==> src/rtl/calc_core_n.sv <==
// rtl/calc_core_n.sv - multi-digit keypad calculator core with iterative divide and BCD result
// Optional: CALC_CHAIN_EN lets an operator in the done state reuse the result as operand A.
module calc_core_n #(
  parameter int DIGITS = 4,
  parameter int OPW    = 14,
  parameter int RESW   = 28
) (
  input  logic                  clk,
  input  logic                  rst_n,
  input  logic                  set,
  input  logic [9:0]            KEY,
  input  logic                  Add,
  input  logic                  Sub,
  input  logic                  Mul,
  input  logic                  Div,
  input  logic                  clr,
  output logic [8*DIGITS-1:0]   disp_bcd,
  output logic                  disp_neg,
  output logic [RESW-1:0]       res_bin,
  output logic                  busy,
  output logic                  valid,
  output logic                  err,
  output logic [4:0]            led
);

  localparam int BW = 8 * DIGITS;
  localparam int EW = 4 * DIGITS;
  localparam int CW = $clog2(RESW + 1);
  localparam int NW = $clog2(DIGITS + 1);
  localparam logic [RESW-1:0] LIMIT = RESW'(10 ** DIGITS);

  typedef enum logic [2:0] {S_A, S_B, S_CALC, S_DIV, S_BCD, S_DONE, S_ERR} state_t;
  typedef enum logic [1:0] {OP_ADD, OP_SUB, OP_MUL, OP_DIV} op_t;

  state_t           state, state_next;
  op_t              op_q, op_sel;
  logic             set_d;
  logic [OPW-1:0]   a, b;
  logic [EW-1:0]    entry;
  logic [NW-1:0]    n_ent;
  logic [CW-1:0]    cnt;
  logic [RESW-1:0]  res_val, calc_val;
  logic             neg_q, calc_neg;
  logic [RESW-1:0]  bin_sh, bin_next;
  logic [BW-1:0]    bcd_sh, bcd_adj, bcd_next, res_bcd;
  logic [OPW-1:0]   quot, rem, quot_next, rem_next;
  logic [OPW:0]     rem_sh;
  logic [3:0]       ops, digit;
  logic             se, key_one, op_one, is_digit, is_op, is_eq, entry_room, chain_ok;
  logic [OPW-1:0]   a_ins, b_ins;
  logic [EW-1:0]    entry_ins;

  // Entry decode: only clean one-hot digit, single operator, or bare equals act.
  assign se       = set & ~set_d;
  assign ops      = {Add, Sub, Mul, Div};
  assign key_one  = (KEY != '0) && ((KEY & (KEY - 10'd1)) == '0);
  assign op_one   = (ops != '0) && ((ops & (ops - 4'd1)) == '0);
  assign is_digit = se && key_one && (ops == '0);
  assign is_op    = se && (KEY == '0) && op_one;
  assign is_eq    = se && (KEY == '0) && (ops == '0);

  always_comb begin
    digit = '0;
    for (int i = 0; i < 10; i++)
      if (KEY[i]) digit = 4'(i);
  end

  always_comb begin
    op_sel = OP_ADD;
    if (Sub) op_sel = OP_SUB;
    if (Mul) op_sel = OP_MUL;
    if (Div) op_sel = OP_DIV;
  end

  assign entry_room = n_ent < NW'(DIGITS);
  assign a_ins      = a * OPW'(10) + OPW'(digit);
  assign b_ins      = b * OPW'(10) + OPW'(digit);
  assign entry_ins  = {entry[EW-5:0], digit};
  assign chain_ok   = !disp_neg && (res_bin < LIMIT);

  always_comb begin
    calc_val = '0;
    calc_neg = 1'b0;
    case (op_q)
      OP_ADD: calc_val = RESW'(a) + RESW'(b);
      OP_SUB: begin
        if (a < b) begin
          calc_val = RESW'(b - a);
          calc_neg = 1'b1;
        end else begin
          calc_val = RESW'(a - b);
        end
      end
      OP_MUL: calc_val = RESW'(a) * RESW'(b);
      default: calc_val = '0;
    endcase
  end

  // One restoring-divide step: quotient bits shift in at the bottom as dividend bits leave the top.
  assign rem_sh = {rem, quot[OPW-1]};
  always_comb begin
    rem_next  = rem_sh[OPW-1:0];
    quot_next = {quot[OPW-2:0], 1'b0};
    if (rem_sh >= {1'b0, b}) begin
      rem_next  = OPW'(rem_sh - {1'b0, b});
      quot_next = {quot[OPW-2:0], 1'b1};
    end
  end

  // One double-dabble step.
  always_comb begin
    bcd_adj = bcd_sh;
    for (int i = 0; i < 2 * DIGITS; i++)
      if (bcd_sh[4*i +: 4] >= 4'd5) bcd_adj[4*i +: 4] = bcd_sh[4*i +: 4] + 4'd3;
    {bcd_next, bin_next} = {bcd_adj, bin_sh} << 1;
  end

  always_comb begin
    state_next = state;
    case (state)
      S_A:    if (is_op) state_next = S_B;
      S_B:    if (is_eq) state_next = S_CALC;
      S_CALC: begin
        if (op_q == OP_DIV) state_next = (b == '0) ? S_ERR : S_DIV;
        else                state_next = S_BCD;
      end
      S_DIV:  if (cnt == CW'(OPW - 1))  state_next = S_BCD;
      S_BCD:  if (cnt == CW'(RESW - 1)) state_next = S_DONE;
      S_DONE: begin
        if (is_digit) state_next = S_A;
`ifdef CALC_CHAIN_EN
        else if (is_op) state_next = chain_ok ? S_B : S_ERR;
`endif
      end
      S_ERR:  state_next = S_ERR;
      default: state_next = S_A;
    endcase
  end

  always_ff @(posedge clk) begin
    if (!rst_n) set_d <= 1'b0;
    else        set_d <= set;
  end

  always_ff @(posedge clk) begin
    if (!rst_n || clr) state <= S_A;
    else               state <= state_next;
  end

  always_ff @(posedge clk) begin
    if (!rst_n || clr) begin
      op_q     <= OP_ADD;
      a        <= '0;
      b        <= '0;
      entry    <= '0;
      n_ent    <= '0;
      cnt      <= '0;
      res_val  <= '0;
      neg_q    <= 1'b0;
      bin_sh   <= '0;
      bcd_sh   <= '0;
      quot     <= '0;
      rem      <= '0;
      res_bcd  <= '0;
      disp_neg <= 1'b0;
      res_bin  <= '0;
      valid    <= 1'b0;
    end else begin
      valid <= 1'b0;
      case (state)
        S_A: begin
          if (is_digit && entry_room) begin
            a     <= a_ins;
            entry <= entry_ins;
            n_ent <= n_ent + NW'(1);
          end else if (is_op) begin
            op_q  <= op_sel;
            entry <= '0;
            n_ent <= '0;
          end
        end
        S_B: begin
          if (is_digit && entry_room) begin
            b     <= b_ins;
            entry <= entry_ins;
            n_ent <= n_ent + NW'(1);
          end
        end
        S_CALC: begin
          cnt    <= '0;
          bcd_sh <= '0;
          quot   <= a;
          rem    <= '0;
          res_val <= calc_val;
          neg_q   <= calc_neg;
          bin_sh  <= calc_val;
        end
        S_DIV: begin
          quot <= quot_next;
          rem  <= rem_next;
          cnt  <= cnt + CW'(1);
          if (cnt == CW'(OPW - 1)) begin
            cnt     <= '0;
            res_val <= RESW'(quot_next);
            neg_q   <= 1'b0;
            bin_sh  <= RESW'(quot_next);
            bcd_sh  <= '0;
          end
        end
        S_BCD: begin
          bcd_sh <= bcd_next;
          bin_sh <= bin_next;
          cnt    <= cnt + CW'(1);
          if (cnt == CW'(RESW - 1)) begin
            res_bcd  <= bcd_next;
            res_bin  <= res_val;
            disp_neg <= neg_q;
            valid    <= 1'b1;
          end
        end
        S_DONE: begin
          if (is_digit) begin
            a        <= OPW'(digit);
            b        <= '0;
            entry    <= EW'(digit);
            n_ent    <= NW'(1);
            disp_neg <= 1'b0;
          end
`ifdef CALC_CHAIN_EN
          else if (is_op && chain_ok) begin
            a     <= res_bin[OPW-1:0];
            b     <= '0;
            op_q  <= op_sel;
            entry <= '0;
            n_ent <= '0;
          end
`endif
        end
        default: ;
      endcase
    end
  end

  assign busy = (state == S_CALC) || (state == S_DIV) || (state == S_BCD);
  assign err  = (state == S_ERR);
  assign led  = {err, state == S_DONE, busy, state == S_B, state == S_A};

  always_comb begin
    case (state)
      S_A, S_B: disp_bcd = BW'(entry);
      S_ERR:    disp_bcd = '0;
      default:  disp_bcd = res_bcd;
    endcase
  end

endmodule

==> config.mk <==
export PLATFORM = sky130hd
export DESIGN_NAME = calc_core_n
export DESIGN_NICKNAME = d
export VERILOG_FILES = /design/src/rtl/calc_core_n.sv
export SDC_FILE = /design/constraint.sdc
export NUM_CORES = 1
export LEC_CHECK = 0
export CAP_MARGIN = 15
export CORE_UTILIZATION = 57
export CTS_CLUSTER_DIAMETER = 200
export DETAILED_ROUTE_END_ITERATION = 8
export PLACE_DENSITY_LB_ADDON = 0.2
export SETUP_SLACK_MARGIN = 0.5
export SKIP_CTS_REPAIR_TIMING = 1
export SYNTH_ARGS = -nofsm -noshare
export SYNTH_HDL_FRONTEND = slang
export SYNTH_SLANG_ARGS = --single-unit
==> constraint.sdc <==
create_clock -name clk -period 6.2 [get_ports clk]
set_input_delay 0.93 -clock clk [delete_from_list [all_inputs] [get_ports clk]]
set_output_delay 0.93 -clock clk [all_outputs]
set_load 0.02 [all_outputs]
==> summary.md, run 1 <==
| Metric | Value |
|---|---|
| RSZ-0062 raised after global routing | `true` |
| Share of the synthesized area in the top cell type | `22.21%` |
| Leak Pwr | `10.44 nW` |
| Leading cell type by number of instances after synthesis | `nand2_1` |
| First-pass GRT wire length | `105,700 µm` |
| Area of the core | `36,790 µm²` |
| Total global routing overflow | `0` |
| Worst slew pin tran | `1.000 ns` |
| Setup_tns | `0 ns` |
| Final setup viols | `0` |
| Clk buf depth | `3` |
| Layout cells sized above 1 | `11.79%` |
| Rows | `70` |
| Clock sink total | `237` |
| Worst Hold Class | `flip-flop to flip-flop` |
| Pwr per Cell Area | `129.7 nW/µm²` |
| Crit Path Category | `flip-flop to flip-flop` |
| Num ports | `87` |
| Unique masters post-synth | `78` |
| Largest area contributor in the netlist | `dfxtp_1` |
| Die area | `38,260 µm²` |
| Die Y | `195.6 µm` |
| PortBufs | `86` |
| Hold Vio Cnt, Final | `0` |
| Post-synth EDFFs | `0` |
| Largest net degree at the start of global routing | `131` |
| Outcome | `finished clean` |
| Initial core utilization | `58.09%` |
| Final HPWL DP | `52,040 µm` |
| Die X | `195.6 µm` |
| Post-placement cell area | `23,190 µm²` |
| Worst R2R Path Depth | `20` |
| Clock Skew | `0.01031 ns` |
| Syn_nets | `3,067` |
| Final Cell Area | `24,910 µm²` |
| WP data required | `6.60 ns` |
| Clk pin slew, worst setup/hold paths | `0.06 ns` |
| Critical Path Sink Type | `flip-flop` |
| Peak VDD IR | `177.0 µV` |
| WHS | `0.4373 ns` |
| Dominant cells by area after synthesis | `dfxtp_1 (22%), fa_1 (14%), ha_1 (12%)` |
| Max Cap Viol | `0` |
| Non-Filler Instances | `3,292` |
| Gpl congestion | `1.023` |
| Fin nets | `3,184` |
| Syn avg cell area | `7.946 µm²` |
| Num CTS Buffers | `27` |
| Post-synthesis sequential area ratio | `22.21%` |
| Main synth FF type | `dfxtp_1` |
| Post-DRT Antenna Nets | `0` |
| Final Power | `3.231 mW` |
| Drt via density | `6.146` |
| H-tree depth | `1` |
| Syn Inst Count | `2,689` |
| Slew headroom | `31.61%` |
| Synth async-reset ratio | `0%` |
| Routed wire per std cell | `20.71 µm` |
| Netlist Area Pre-Place | `21,370 µm²` |
| CTS root buffer | `clkbuf_16` |
| Antenna diodes | `0` |
| FF+latch count, synth | `237` |
| Vias after detailed routing | `20,231` |
| Global Route Usage Sum | `34.97%` |
| Worst setup SP type | `flip-flop` |
| Clock Latency Late Sink | `0.56 ns` |
| Antenna violations before repair | `0` |
| CP max FO | `8` |
| Hold depth | `2` |
| Synth Warn # | `0` |
| First DRT Iteration DRCs | `1,726` |
| Final worst slack | `0.2718 ns` |
| Post-placement cell count | `3,201` |
| CTS tree | `done` |
| Final Cycle Share | `95.62%` |
| Vias in the first global route | `19,188` |
| TritonRoute pass-1 iters | `5` |
| Synth top cells by count | `nand2_1 (354), nor2_1 (266), inv_1 (256)` |
| Drt drc | `0` |
| Post-route minimum period | `5.928 ns` |
| Maximum clock rate | `0.1687 GHz` |
| Finished Core Util | `67.72%` |
| Layout area overhead | `16.58%` |
| Worst EP arrival | `6.33 ns` |
| Routed WL | `68,170 µm` |
| DP Worst Slack | `0.003511 ns` |
| Slew Limit Fails | `0` |
==> kinds of logic (layout without fill, tap and decap cells) <==
logic type                 count (synthesis)  in the layout  synth area share (%)
xor gates and xnor gates                  75             75                 3.074
adders and majority gates                361            361                 26.36
AOI/OAI and AO/OA                        660            660                 20.00
DFF                                      237            237                 22.21
muxes                                     45             45                 2.126
and+or+nand+nor                          902            902                 19.00
buffers and inverters                    409            544                 7.226
==> flip-flops by register name (all words and copies together) (netlist names), 2 cells and up <==
name / flops
op_q: 2
bin_sh: 28
b: 14
rem: 14
entry: 16
n_ent: 3
res_val: 28
a: 14
cnt: 5
res_bcd: 32
res_bin: 28
quot: 14
state: 3
bcd_sh: 32
==> cells in the final DEF, fill, tap and decap left out, drive strengths merged, types with 51 or more instances in the layout <==
master         netlist  layout
clkdlybuf4s50        0      86
nand3               51      51
fa                 149     149
ha                 211     211
o21ai              161     161
nand2              354     354
dfxtp              237     237
a22oi               63      63
inv                261     260
buf                 12     141
a21oi              173     173
nor2               266     266
==> area by class of cell <==
cell class,count,area [µm²]
Tap cell,468,585.6
Clock inverter,13,158.9
Timing Repair Buffer,228,1991
Inverter,269,1087
Multi-Input combinational cell,2043,15530
Clock buffer,34,753.2
Fill cell,3034,11880
Sequential cell,237,4805
==> worst max-delay path, stage by stage (launching register included) <==
cell and delay, ns:
dfxtp_4 0.43, ha_2 0.23, inv_2 0.07, fa_1 0.49, fa_1 0.43, inv_1 0.10, fa_1 0.40, fa_1 0.48
fa_1 0.54, inv_2 0.04, fa_1 0.51, inv_2 0.05, ha_4 0.26, a21oi_4 0.16, o21ai_2 0.09, a21o_1 0.18
a221o_2 0.45, a211o_1 0.29, a21oi_2 0.16, mux2i_1 0.24, o211ai_1 0.14
==> power breakdown <==
group / total (mW) / switching (mW) / leakage (nW) / internal [mW]
Combinational: 0.0659 / 0.0452 / 8.05 / 0.0207
Clock: 1.65 / 0.663 / 0.458 / 0.985
Sequential: 1.52 / 0.0000550 / 1.92 / 1.52
Total: 3.23 / 0.708 / 10.4 / 2.52
==> path summary, 6_finish.rpt <==
kind	from	to	slack (ns)
worst max-delay path	a[5]	bin_sh[24]	0.27
worst min-delay path	res_val[21]	res_val[21]	0.44
worst max register to register	a[5]	bin_sh[24]	0.27
worst min register to register	res_val[21]	res_val[21]	0.44
==> layer usage <==
layer	GRT usage [%]	wire [µm]	vias to the layer above
li1	-	-	9469
met1	47.78	29600	9752
met2	55.32	30520	859
met3	6.563	5584	151
met4	12.19	2462	0
met5	0	0	-
No activity file was read; power rests on OpenSTA's default activity.
==> inputs of run 2 (changes only) <==
- CORE_UTILIZATION: 57 -> 52
- clock period: 6.2 -> 4.86 ns (I/O delays scaled with it)
==> run 2 against run 1 <==
- the flow now finishes with violations (setup timing)
- routed wire length rose by 3.7%
- register-to-register slack got worse by 1.4 ns
- via count rose by 1.5%
- global-route usage fell by 1.9 points
- non-clock buffer count rose by 136
- highest routed layer unchanged
==> summary.md, run 2 (synthesized netlist as in run 1, its figures left out) <==
| Metric | Value |
|---|---|
| Initial core utilization | `53.29% (-4.8 points)` |
| Routed wire per std cell | `20.28 µm (-2.0%)` |
| Seq. cell area | `4810 µm² (+0.10%)` |
| Worst setup SP type | `flip-flop` |
| WP data required | `5.25 ns (-1.35 ns)` |
| CTS root buffer | `clkbuf_16` |
| Die Y | `204.7 µm (+4.6%)` |
| Hold Vio Cnt, Final | `0 (unchanged)` |
| Drt drc | `0 (unchanged)` |
| Biggest regs | `bcd_sh x32, res_bcd x32` |
| Vias in the first global route | `19,583 (+2.1%)` |
| Clk buf depth | `3 (unchanged)` |
| Critical Path Sink Type | `flip-flop` |
| Gpl congestion | `0.9945 (-2.8%)` |
| Peak VDD IR | `344.8 µV (+95%)` |
| Most frequent cells in the layout | `nand2_1 (347), buf_4 (247), nor2_1 (246)` |
| CTS tree | `done` |
| Post-route minimum period | `5.948 ns (+0.01937 ns)` |
| Num CTS Buffers | `26 (-3.7%)` |
| First-pass GRT wire length | `108,800 µm (+2.9%)` |
| Max Cap Viol | `0 (unchanged)` |
| Fill count | `3,392 (+12%)` |
| Die area | `41,900 µm² (+9.5%)` |
| Crit Path Category | `flip-flop to flip-flop` |
| RSZ-0062 raised after global routing | `true` |
| Drt via density | `5.891 (-4.1%)` |
| Clock Skew | `0.02993 ns (+0.01962 ns)` |
| Routed WL | `70,690 µm (+3.7%)` |
| Final setup viols | `40 (+40)` |
| Clock sink total | `237 (unchanged)` |
| PortBufs | `86 (unchanged)` |
| First DRT Iteration DRCs | `1,793 (+3.9%)` |
| TritonRoute pass-1 iters | `6 (+1)` |
| Worst EP arrival | `6.34 ns (about the same)` |
| Num ports | `87 (unchanged)` |
| Largest net degree at the start of global routing | `69 (-47%)` |
| Outcome | `finished, violations left` |
| Final Cycle Share | `122.4% (+27 points)` |
| Rows | `73 (+4.3%)` |
| Total global routing overflow | `0 (unchanged)` |
| Worst slew pin tran | `0.9698 ns (-0.03023 ns)` |
| Slowest cell on crit path | `fa_1` |
| Area occupied by multi-input gates | `15,980 µm² (+2.9%)` |
| Clock Latency Late Sink | `0.56 ns (about the same)` |
| Top delay family on crit path | `adder cells` |
| Maximum clock rate | `0.1681 GHz (-0.33%)` |
| Slew headroom | `35.11% (+3.5 points)` |
| H-tree depth | `1 (unchanged)` |
| Fin nets | `3,319 (+4.2%)` |
| DP Worst Slack | `-1.144 ns (-1.147 ns)` |
| Slew Limit Fails | `0 (unchanged)` |
| Crit path buf inv count | `8 (+4)` |
| Area of the core | `40,100 µm² (+9.0%)` |
| Final HPWL DP | `55,670 µm (+7.0%)` |
| Setup_tns | `-32.00 ns (-32.00 ns)` |
| CP peak stage delay | `0.56 ns (+0.02 ns)` |
| Final worst slack | `-1.088 ns (-1.359 ns)` |
| CP dominant cell by count | `fa_1` |
| Crit-path cells | `buf_12 -> clkinv_8 -> nor2_1 -> fa_1 -> inv_2 -> fa_1 -> inv_1 -> fa_1 -> inv_1 -> fa_1 -> inv_1 -> fa_1 -> inv_2 -> fa_1 -> inv_2 -> ha_4 -> a21oi_2 -> o21ai_2 -> a21o_1 -> a221o_2 -> a211o_1 -> a21oi_2 -> mux2i_2 -> o211ai_1` |
| Pwr per Cell Area | `153.6 nW/µm² (+18%)` |
| CP max FO | `6 (-2)` |
| Commonest non-fill, non-tap cell in the layout | `nand2_1` |
| Antenna violations before repair | `1 (+1)` |
| Worst Hold Class | `flip-flop to flip-flop` |
| Layout area overhead | `24.28%` |
| Layout cells sized above 1 | `18.45% (+6.7 points)` |
| Post-DRT Antenna Nets | `0 (unchanged)` |
| Failing checks | `setup timing` |
| Leak Pwr | `11.09 nW (+6.2%)` |
| Global Route Usage Sum | `33.04% (-1.9 points)` |
| Clk pin slew, worst setup/hold paths | `0.06 ns (about the same)` |
| Die X | `204.7 µm (+4.6%)` |
| Vias after detailed routing | `20,531 (+1.5%)` |
==> run 2: changes by cell type in the layout (fill, tap and decap cells not counted), moves of 8 or more <==
cell,delta
buf_4,+115
inv_2,+27
inv_1,-25
ha_4,+18
buf_6,+17
ha_1,-13
fa_1,-10
fa_2,+10
nor2_1,-9
clkinv_2,-8
o21ai_0,-8
==> run 2: routing by layer <==
layer	GRT usage, %	wire [µm]	up-vias
li1	-	-	9733
met1	45.72	31270	9944
met3	4.057	4490	107
met2	53.38	32850	747
met5	0	0	-
met4	10.45	2076	0
==> run 2: worst paths after layout <==
path	slack [ns]	cells after the start	to	from
worst max-delay path	-1.09	24	bin_sh[24]	a[6]
worst min-delay path	0.44	2	res_val[22]	res_val[22]
worst max register to register	-1.09	24	bin_sh[24]	a[6]
worst min register to register	0.44	2	res_val[22]	res_val[22]
==> run 2: metrics by stage <==
| step | power (mW) | util [%] | hold WS [ns] | cells | area, µm² |
|---|---|---|---|---|---|
| after CTS | 4.099 | 63.31 | 0.4449 | 3439 | 25390 |
| after global placement | 2.064 | 61.08 | 0.4357 | 3393 | 24490 |
| after global routing | 4.179 | 66.22 | 0.4647 | 3484 | 26550 |
| after detailed placement | 2.065 | 61.08 | 0.4357 | 3393 | 24490 |
| after floorplan | 2.030 | - | 0.4154 | 2689 | 21840 |
| final | 4.078 | 66.22 | 0.4433 | 3485 | 26550 |
==> run 2: cell type report <==
class	count	share of cell area [%]
Multi-Input combinational cell	2043	60.17
Sequential cell	237	18.11
Timing Repair Buffer	364	11.74
Inverter	269	4.132
Clock buffer	35	2.766
Tap cell	525	2.474
Clock inverter	11	0.5984
Antenna cell	1	0.009424
==> run 2: worst reg2reg max path: cells and delay by family (launching register included) <==
family	cells	cell delay (ns)
and+or+nand+nor	1	0.04
buffers and inverters	8	0.48
DFF	1	0.37
adders and majority gates	7	3.21
AOI/OAI and AO/OA	7	1.42
muxes	1	0.26
==> run 2: where the power goes <==
group	leakage [nW]	internal [mW]	switching [mW]
sequential	1.92	1.93	0.0000919
clock	0.431	1.22	0.836
combinational	8.73	0.0258	0.0580
